## config.mk

```make
export PLATFORM = sky130hd
export DESIGN_NAME = half_duplex_pad_ctrl
export DESIGN_NICKNAME = d
export VERILOG_FILES = /design/src/rtl/half_duplex_pad_ctrl.sv
export SDC_FILE = /design/constraint.sdc
export NUM_CORES = 1
export LEC_CHECK = 0
export CAP_MARGIN = 20
export CORE_MARGIN = 5
export CORE_UTILIZATION = 52
export DETAILED_ROUTE_END_ITERATION = 6
export PLACE_DENSITY_LB_ADDON = 0.05
export SYNTH_ARGS = -nofsm -noshare
export SYNTH_HDL_FRONTEND = slang
export SYNTH_SLANG_ARGS = --single-unit
```

## constraint.sdc

```tcl
create_clock -name clk -period 2.1 [get_ports clk]
set_input_delay 0.42 -clock clk [delete_from_list [all_inputs] [get_ports clk]]
set_output_delay 0.42 -clock clk [all_outputs]
set_load 0.01 [all_outputs]
```

## src/rtl/half_duplex_pad_ctrl.sv

```systemverilog
// Half-duplex pad controller: drives a word out MSB first, turns the bus around, samples a reply.
// Optional even-parity bit in both directions when PAD_CTRL_PARITY_EN is defined.
module half_duplex_pad_ctrl #(
    parameter int W        = 8,
    parameter int BIT_CYC  = 4,
    parameter int TURN_CYC = 2
) (
    input  logic         clk,
    input  logic         rst,
    input  logic [W-1:0] tx_data,
    input  logic         tx_valid,
    output logic         tx_ready,
    output logic [W-1:0] rx_data,
    output logic         rx_valid,
    output logic         busy,
    output logic         parity_err,
    output logic         pad_a,
    output logic         pad_oe,
    output logic         pad_ie,
    input  logic         pad_y
);

`ifdef PAD_CTRL_PARITY_EN
    localparam int NB = W + 1;
`else
    localparam int NB = W;
`endif

    localparam int BCW = $clog2(BIT_CYC);
    localparam int NBW = $clog2(NB);
    localparam int TCW = (TURN_CYC > 1) ? $clog2(TURN_CYC) : 1;

    localparam logic [BCW-1:0] BIT_LAST  = BCW'(BIT_CYC - 1);
    localparam logic [BCW-1:0] BIT_MID   = BCW'(BIT_CYC / 2);
    localparam logic [NBW-1:0] IDX_LAST  = NBW'(NB - 1);
    localparam logic [TCW-1:0] TURN_LAST = TCW'(TURN_CYC - 1);

    typedef enum logic [2:0] {
        IDLE,
        DRIVE,
        TURN_A,
        SAMPLE,
        TURN_B
    } state_t;

    state_t         state;
    logic [BCW-1:0] bit_cnt;
    logic [NBW-1:0] bit_idx;
    logic [TCW-1:0] turn_cnt;
    logic [NB-1:0]  tx_shift;
    logic [NB-1:0]  rx_shift;
    logic [NB-1:0]  tx_word;

`ifdef PAD_CTRL_PARITY_EN
    assign tx_word = {tx_data, ^tx_data};
`else
    assign tx_word = tx_data;
    assign parity_err = 1'b0;
`endif

    // The shifter MSB is the pad data flop; it empties to zero after NB shifts, so pad_a idles low.
    assign pad_a = tx_shift[NB-1];

    // NOTE: every register here uses non-blocking assignment so all of them update from pre-edge values.
    always_ff @(posedge clk) begin
        if (rst) begin
            state    <= IDLE;
            pad_oe   <= 1'b0;
            pad_ie   <= 1'b0;
            rx_data  <= '0;
            rx_valid <= 1'b0;
            busy     <= 1'b0;
            tx_ready <= 1'b1;
            bit_cnt  <= '0;
            bit_idx  <= '0;
            turn_cnt <= '0;
            tx_shift <= '0;
            rx_shift <= '0;
`ifdef PAD_CTRL_PARITY_EN
            parity_err <= 1'b0;
`endif
        end else begin
            rx_valid <= 1'b0;
            case (state)
                IDLE: begin
                    if (tx_valid) begin
                        state    <= DRIVE;
                        tx_shift <= tx_word;
                        pad_oe   <= 1'b1;
                        busy     <= 1'b1;
                        tx_ready <= 1'b0;
                        bit_cnt  <= '0;
                        bit_idx  <= '0;
                    end
                end
                DRIVE: begin
                    if (bit_cnt == BIT_LAST) begin
                        bit_cnt  <= '0;
                        tx_shift <= {tx_shift[NB-2:0], 1'b0};
                        if (bit_idx == IDX_LAST) begin
                            state    <= TURN_A;
                            pad_oe   <= 1'b0;
                            turn_cnt <= '0;
                        end else begin
                            bit_idx <= bit_idx + 1'b1;
                        end
                    end else begin
                        bit_cnt <= bit_cnt + 1'b1;
                    end
                end
                TURN_A: begin
                    if (turn_cnt == TURN_LAST) begin
                        state   <= SAMPLE;
                        pad_ie  <= 1'b1;
                        bit_cnt <= '0;
                        bit_idx <= '0;
                    end else begin
                        turn_cnt <= turn_cnt + 1'b1;
                    end
                end
                SAMPLE: begin
                    // Mid-bit sampling; may coincide with the bit's last cycle when BIT_CYC is 2.
                    if (bit_cnt == BIT_MID) begin
                        rx_shift <= {rx_shift[NB-2:0], pad_y};
                    end
                    if (bit_cnt == BIT_LAST) begin
                        bit_cnt <= '0;
                        if (bit_idx == IDX_LAST) begin
                            state    <= TURN_B;
                            pad_ie   <= 1'b0;
                            turn_cnt <= '0;
                        end else begin
                            bit_idx <= bit_idx + 1'b1;
                        end
                    end else begin
                        bit_cnt <= bit_cnt + 1'b1;
                    end
                end
                TURN_B: begin
                    if (turn_cnt == TURN_LAST) begin
                        state    <= IDLE;
                        rx_data  <= rx_shift[NB-1 -: W];
                        rx_valid <= 1'b1;
                        busy     <= 1'b0;
                        tx_ready <= 1'b1;
`ifdef PAD_CTRL_PARITY_EN
                        // Even parity over data plus parity bit: any odd count flags an error.
                        parity_err <= ^rx_shift;
`endif
                    end else begin
                        turn_cnt <= turn_cnt + 1'b1;
                    end
                end
                default: state <= IDLE;
            endcase
        end
    end

endmodule
```

==> results of run 1 <==
-- worst register-to-register path, stage by stage, from the launching register on --
cell and delay [ns]:
dfxtp_1 0.37, ha_1 0.31, mux2_2 0.37, and2_1 0.28
a211oi_1 0.28
-- cell usage in the layout (no fill, tap or decap), types with 2 or more instances in the layout --
cell type and count:
ha_1 5, nor4bb_1 2, a22oi_1 2, inv_1 3
nand4bb_1 2, nand2b_1 4, nand3b_1 2, buf_4 7
nor2_1 5, nor4b_1 2, nand2_1 37, o21ai_0 3
dfxtp_1 38, a211oi_1 7, clkbuf_4 5, clkinv_2 2
clkdlybuf4s50_1 25, o311ai_0 3, nand3_1 2, a21oi_1 30
mux2i_1 8, nor3_1 2
-- sequential cells by signal (all words and copies together), names as in the netlist --
| name | count |
|---|---|
| pad_oe | 1 |
| rx_data | 8 |
| turn_cnt | 1 |
| pad_ie | 1 |
| bit_idx | 3 |
| state | 3 |
| bit_cnt | 2 |
| tx_shift | 8 |
| rx_shift | 8 |
| tx_ready | 1 |
| busy | 1 |
| rx_valid | 1 |
-- where the power goes --
group / internal [mW] / switching (mW)
Combinational: 0.0753 / 0.0698
Clock: 0.121 / 0.233
Sequential: 0.744 / 0.0154
-- worst min-delay path by stage --
stage | start | to | slack (ns) | cells after the start
after floorplan | rx_shift[7] | rx_data[7] | 0.43 | 2
after global placement | rx_data[6] | rx_data[6] | 0.45 | 2
after detailed placement | rx_data[2] | rx_data[2] | 0.45 | 2
after CTS | rx_data[2] | rx_data[2] | 0.46 | 2
after global routing | rx_shift[7] | rx_shift[7] | 0.48 | 2
final | rx_data[2] | rx_data[2] | 0.46 | 2
-- final cells by class --
| class | instances | area [µm²] | share of cell area, % |
|---|---|---|---|
| Multi-Input combinational cell | 133 | 827 | 41.3 |
| Sequential cell | 38 | 761 | 38.0 |
| Timing Repair Buffer | 32 | 303 | 15.1 |
| Tap cell | 44 | 55.1 | 2.75 |
| Clock buffer | 5 | 37.5 | 1.87 |
| Inverter | 3 | 11.3 | 0.562 |
| Clock inverter | 2 | 10.0 | 0.499 |
-- cell families (layout without fill, tap and decap cells) --
family                     count (synthesis)  in the layout  synth area share, %
DFF                                       38             38                 45.4
muxes                                      9              9                 5.45
buffers and inverters                     18             42                 5.23
xor gates and xnor gates                   2              2                 1.05
adders and majority gates                  5              5                 3.73
and+or+nand+nor                           66             66                 20.5
other                                      1              1                0.224
AOI/OAI and AO/OA                         50             50                 18.4
-- metal layers --
layer  wire [µm]  vias up  track usage, %
met2        1710       24            30.4
met4          29        0            3.81
met3         143        4            6.58
li1            -      717               -
met1        1730      666            23.3
met5           0        -               0
-- metrics by stage --
stage | util [%] | power [mW] | cell area [µm²] | hold WS (ns)
after global placement | 63.6 | 0.912 | 1960 | 0.446
after detailed placement | 63.6 | 0.920 | 1960 | 0.447
after CTS | 65.1 | 1.27 | 2000 | 0.462
after global routing | 65.1 | 1.33 | 2000 | 0.485
final | 65.1 | 1.26 | 2000 | 0.463
after floorplan | - | 0.862 | 1680 | 0.432
==> impl_metrics.ini, run 1 <==
[status]
status = finished clean

[worst_setup_path]
rr_startpoint = bit_cnt[0]
crit_type = reg -> out
rrSetupSlack_ns = 0.40
crit_path_end_kind = primary output
worstSetupStartpoint = busy
worst-path-buf-inv = 1
cp_slowest_cell = clkdlybuf4s50_1
crit_family = buffers and inverters
startpoint_type = flip-flop
r2r.worst_path.cells = 4
critPathArrivalTime_ns = 1.28
crit_chain = clkdlybuf4s50_1
timing.rr.end = tx_shift[6]
endpoint = busy
path_depth = 1
cpPeakStageDelay_ns = 0.56
crit_required_ns = 1.68
worstPathMaxFanout = 2

[detailed_routing]
routed_wl_um = 3620
wl_per_cell_um = 14.1
drtIter0Drc = 140
antenna_left = 0
vias = 1411
vias_per_cell = 5.49
drc = 0
first_pass_iters = 4

[sta]
slew_headroom_pct = 56.0
max_freq_mhz = 588
rsz0062_at_grt = false
tns_ns = 0
setup_viol_count_final = 0
skew_ns = 0.0102
hold_viol = 0
worst_slack_ns = 0.398
fin_crit_sh_pct = 81.0
worst_slew_pin_slew_ns = 0.659
min_period_ns = 1.70
drv_slew = 0

[synthesis]
ys_seq_area_share_pct = 45.4
synth_edf_count = 0
synth.top_cell.area_share_pct = 45.4
synthTopCellsByCount = 38 x dfxtp_1, 37 x nand2_1, 30 x a21oi_1, 8 x mux2i_1
async_reset_ff_share_pct = 0
post-synth-top-count-cell = dfxtp_1
ys_types = 40
synthesis.area_mm2 = 0.00168
ys_dominant_reg_cell = dfxtp_1
synth_top_area_cell = dfxtp_1
netlist_top_cells_area = dfxtp_1 45%, a21oi_1 9.0%, nand2_1 8.3%
ys.warnings.count = 0
avgSynthCellArea_um2 = 8.86
syn_nets = 206
postSynthCellCount = 189
ys_ff_latch = 38

[clock_tree]
cts.sinks = 38
postCtsSetupBuffers = 0
post_cts_resized = 0
clk_pin_slew_worst_paths_ns = 0.11
root_buffer = clkbuf_4
cts_buffer_depth = 2
cts_hold_buf = 0
clock_latency_ns = 0.34
cts_made_buffers = 5
tritoncts = yes
cts-htree-levels = 2

[floorplan]
die_w_um = 66.8
initial_core_util_pct = 54.4
rows = 20
die_area_mm2 = 0.00446
fp.dieH_um = 66.8
ioPinCount = 27
fp.coreArea_mm2 = 0.00308

[placed_design]
place.gp.congestion = 0.811
dpl.hpwl_um = 2620
place_ws_ns = 0.192
port_buffers = 25
dp_cells = 250

[hold_path]
min_path_type = reg -> reg

[cells_and_area]
num-fill-cells = 275
stdcell_count = 257
nNetsFinal = 230
n_antenna_cell = 0
syn2layout_area_growth_pct = 19.6
drive_gt1_share_pct = 8.45

[grt]
grt_start_max_net_pins = 22
grt_util_all_layers_pct = 18.5
grt_pass1_wl_um = 6270
gr-total-overflow = 0
grt_pass1_vias = 1340
antenna_found_initial = 0

[pwr]
leakagePower_nw = 0.694
p_per_area_mw_per_mm2 = 627
vdd_ir_drop_max_v = 0.000365

[job]
drv_cap = 0
Note: power is estimated with default switching activity, not from simulation.
==> inputs of run 2 (changes only) <==
Clock period 2.1 ns to 1.65 ns, I/O delays scaled along.
==> impl_metrics.ini, run 2 (synthesis results as in run 1) <==
[sta]
min_period_ns = 1.59
fin_hold_ws_ns = 0.466
tns_ns = 0
setup_viol_count_final = 0
rsz0062_at_grt = false
hold_viol = 0
slew_headroom_pct = 65.3
drv_slew = 0
fin_crit_sh_pct = 96.4
max_freq_mhz = 628
worst_slew_pin_slew_ns = 0.519
skew_ns = 0.00739

[floorplan]
die_area_mm2 = 0.00446
rows = 20
fp.coreArea_mm2 = 0.00308
ioPinCount = 27
die_w_um = 66.8
fp.dieH_um = 66.8
initial_core_util_pct = 54.4

[clock_tree]
cts.sinks = 38
postCtsSetupBuffers = 0
clk_pin_slew_worst_paths_ns = 0.11
cts-htree-levels = 2
cts_made_buffers = 5
tritoncts = yes
clock_latency_ns = 0.35
root_buffer = clkbuf_4
cts_buffer_depth = 2

[cells_and_area]
syn2layout_area_growth_pct = 27.6
num-fill-cells = 263
drive_gt1_share_pct = 12.8
n_antenna_cell = 0
final_common_cell = dfxtp_1
top_regs = rx_data: 8 flops, rx_shift: 8 flops, tx_shift: 8 flops
layout_common_cells = 38 x dfxtp_1, 37 x nand2_1, 30 x a21oi_1, 22 x clkdlybuf4s50_1, 10 x buf_4
nNetsFinal = 234
stdcell_area_mm2 = 0.00214

[grt]
grt_pass1_wl_um = 6530
grt_pass1_vias = 1364
gr-total-overflow = 0
grt_util_all_layers_pct = 19.3
grt_start_max_net_pins = 40
antenna_found_initial = 0

[detailed_routing]
drtIter0Drc = 104
vias = 1447
antenna_left = 0
routed_wl_um = 3770
drc = 0
vias_per_cell = 5.52
wl_per_cell_um = 14.4
first_pass_iters = 4

[worst_setup_path]
rrSetupSlack_ns = 0.13
crit_family = buffers and inverters
crit_required_ns = 1.32
path_depth = 1
critPathArrivalTime_ns = 1.26
crit_chain = clkdlybuf4s50_1
worst-path-buf-inv = 1
startpoint_type = flip-flop
r2r.worst_path.cells = 4
cp_slowest_cell = clkdlybuf4s50_1
crit_path_end_kind = primary output
worstPathMaxFanout = 2
cpPeakStageDelay_ns = 0.55
crit_type = reg -> out

[pwr]
switching_share_pct = 21.0
intPower_mw = 1.56
net-switching-power_mw = 0.416
clockPowerShare_pct = 41.2
totalPowerFinal_mw = 1.98
seq_power_share_pct = 48.8
power_frac_comb_pct = 10.0
p_per_area_mw_per_mm2 = 926
vdd_ir_drop_max_v = 0.000647
leakagePower_nw = 0.790

[placed_design]
port_buffers = 25
post_dp_cell_area_mm2 = 0.00200
dpl.hpwl_um = 2610
place.gp.congestion = 0.793

[hold_path]
min_path_type = reg -> reg
holdPathStages = 2

[job]
drv_cap = 0

[status]
status = finished clean
[run 2: cell count changes in the layout (fill, tap and decap cells not counted), sizes merged]
cell           before  now
clkdlybuf4s50      25   22
clkbuf              5    6
dlymetal6s2s        0    3
clkinv              2    0
buf                 7   11
bufinv              0    2
[run 2: final timing paths]
kind	endpoint	start
worst max-delay path	busy	busy
worst min-delay path	rx_data[6]	rx_data[6]
worst max register to register	tx_shift[1]	bit_cnt[0]
worst min register to register	rx_data[6]	rx_data[6]
[run 2: area by class of cell]
cell class | instances | area (µm²) | share of cell area [%]
Inverter | 3 | 11.3 | 0.527
Timing Repair Buffer | 36 | 353 | 16.5
Tap cell | 44 | 55.1 | 2.58
Clock inverter | 2 | 60.1 | 2.81
Sequential cell | 38 | 761 | 35.6
Multi-Input combinational cell | 133 | 846 | 39.6
Clock buffer | 6 | 51.3 | 2.40
[run 2: repair_timing]
action | CTS | global route
setup endpoints to repair | 0 | 15
resized for setup | 0 | 8
hold buffers | 0 | 0
[run 2: tightest hold or removal path, cell delays in order (launching register included)]
cell,delay [ns]
dfxtp_1,0.33
nand2_1,0.05
a21oi_1,0.05
[run 2: power by group through the flow]
stage	Clock, mW	Sequential [mW]	Combinational [mW]
after detailed placement	0	0.986	0.194
after floorplan	0	0.985	0.112
after CTS	0.834	0.966	0.196
after global placement	0	0.985	0.184
after global routing	0.876	0.971	0.217
final	0.815	0.966	0.199
[run 2: metal layers]
metal | track usage, % | routed length, µm | up-vias
met5 | 0 | 0 | -
met4 | 8.12 | 38 | 0
met3 | 5.23 | 184 | 6
met2 | 30.4 | 1830 | 32
met1 | 24.7 | 1720 | 690
li1 | - | - | 719
[run 2: per-stage QoR]
step	setup slack (ns)	utilization (%)	instances
final	0.0589	69.4	262
after CTS	0.00956	68.6	262
after detailed placement	-0.0971	65.0	254
after global routing	0.00136	69.4	262
after floorplan	0.116	-	189
after global placement	-0.0745	65.0	254
==> inputs of run 3 (changes only) <==
Settings changed: CORE_UTILIZATION 52 to 44.
==> impl_metrics.ini, run 3 (synthesis results as in run 1) <==
[status]
status = finished clean

[sta]
worst_slew_pin_slew_ns = 0.538
max_freq_mhz = 648
skew_ns = 0.00674
rsz0062_at_grt = false
fin_crit_sh_pct = 93.6
hold_viol = 0
setup_viol_count_final = 0
drv_slew = 0
slew_headroom_pct = 64.1
min_period_ns = 1.54

[clock_tree]
tritoncts = yes
cts.sinks = 38
root_buffer = clkbuf_8
cts-htree-levels = 2
clock_latency_ns = 0.28
cts_made_buffers = 5
cts_buffer_depth = 2
clk_pin_slew_worst_paths_ns = 0.07

[cells_and_area]
drive_gt1_share_pct = 11.5
stdcell_count = 266
nNetsFinal = 235
n_antenna_cell = 0
final_common_cell = dfxtp_1
multi_input_area_um2 = 837
layout_common_cells = 38 x dfxtp_1, 37 x nand2_1, 30 x a21oi_1, 25 x clkdlybuf4s50_1, 12 x buf_4
seq_area_um2 = 761
stdcell_area_mm2 = 0.00209
top_regs = rx_data: 8 flops, rx_shift: 8 flops, tx_shift: 8 flops
num-fill-cells = 349
syn2layout_area_growth_pct = 24.6

[grt]
gr-total-overflow = 0
grt_pass1_vias = 1402
grt_util_all_layers_pct = 15.5
grt_pass1_wl_um = 6330
grt_start_max_net_pins = 19
antenna_found_initial = 0

[floorplan]
rows = 22
die_w_um = 71.7
fp.dieH_um = 71.7
initial_core_util_pct = 45.4
fp.coreArea_mm2 = 0.00369
ioPinCount = 27
die_area_mm2 = 0.00514

[worst_setup_path]
crit_type = reg -> reg
critPathArrivalTime_ns = 1.70
crit_required_ns = 1.81
worstPathMaxFanout = 13
crit_path_end_kind = flip-flop
startpoint_type = flip-flop

[hold_path]
min_path_type = reg -> reg

[pwr]
switching_share_pct = 23.9
clockPowerShare_pct = 33.8
leakagePower_nw = 0.735
p_per_area_mw_per_mm2 = 839
net-switching-power_mw = 0.418
seq_power_share_pct = 55.2
power_frac_comb_pct = 10.9
intPower_mw = 1.33
vdd_ir_drop_max_v = 0.000483

[job]
drv_cap = 0

[detailed_routing]
antenna_left = 0
drtIter0Drc = 70
wl_per_cell_um = 13.9
drc = 0
first_pass_iters = 4
vias = 1431
vias_per_cell = 5.38
routed_wl_um = 3700

[placed_design]
place.gp.congestion = 0.761
post_dp_cell_area_mm2 = 0.00200
dp_cells = 259
dpl.hpwl_um = 2680
port_buffers = 25
-- run 3: cell count changes in the layout (fill, tap and decap cells not counted), moves of 2 or more --
cell	before	now
clkbuf_4	5	0
buf_4	10	12
clkdlybuf4s50_1	22	25
clkinv_2	0	2
bufinv_16	2	0
clkbuf_8	1	5
dlymetal6s2s_1	3	0
-- run 3: per-layer routing --
metal  routed length (µm)  up-vias  share of wire, %  track usage (%)
met3                  189        7               5.1             4.21
li1                     -      722                 -                -
met1                 1720      667                47             20.6
met2                 1720       35                46             23.1
met4                   68        0               1.8             7.52
met5                    0        -                 0                0
-- run 3: cell type report --
type / instances / share of cell area (%)
Tap cell: 48 / 2.88
Clock buffer: 5 / 3.30
Timing Repair Buffer: 37 / 16.3
Inverter: 3 / 0.539
Clock inverter: 2 / 0.479
Multi-Input combinational cell: 133 / 40.1
Sequential cell: 38 / 36.4
-- run 3: stage by stage --
stage	setup WS (ns)	utilization [%]	power [mW]	TNS, ns	hold WS (ns)
after floorplan	0.116	-	1.10	0	0.432
after global placement	-0.0867	54.2	1.17	-0.137	0.445
after detailed placement	-0.107	54.2	1.18	-0.426	0.450
after global routing	0.00561	56.6	1.84	0	0.484
final	0.106	56.6	1.75	0	0.459
after CTS	0.0698	56.3	1.78	0	0.463
-- run 3: what timing repair did --
action,CTS,global route
resized for setup,0,2
setup endpoints to repair,0,3
hold buffers,0,0
hold endpoints to repair,0,0
buffers inserted,0,0
-- run 3: path summary, 6_finish.rpt --
kind	start	to	slack (ns)	depth (start not counted)
worst max-delay path	state[1]	tx_shift[0]	0.11	3
worst min-delay path	rx_data[3]	rx_data[3]	0.46	2
worst max register to register	state[1]	tx_shift[0]	0.11	3
worst min register to register	rx_data[3]	rx_data[3]	0.46	2
-- run 3: critical path: stages (launching register included) --
cell	delay, ns
dfxtp_1	0.48
nor2_2	0.38
and2_1	0.40
o21ai_0	0.15
-- run 3: power groups by stage --
stage               clock (mW)  sequential (mW)  combinational, mW
CTS                      0.618            0.967              0.191
finish                   0.592            0.967              0.191
global placement             0            0.986              0.186
floorplan                    0            0.985              0.112
detailed placement           0            0.987              0.190
global route             0.657            0.970              0.211
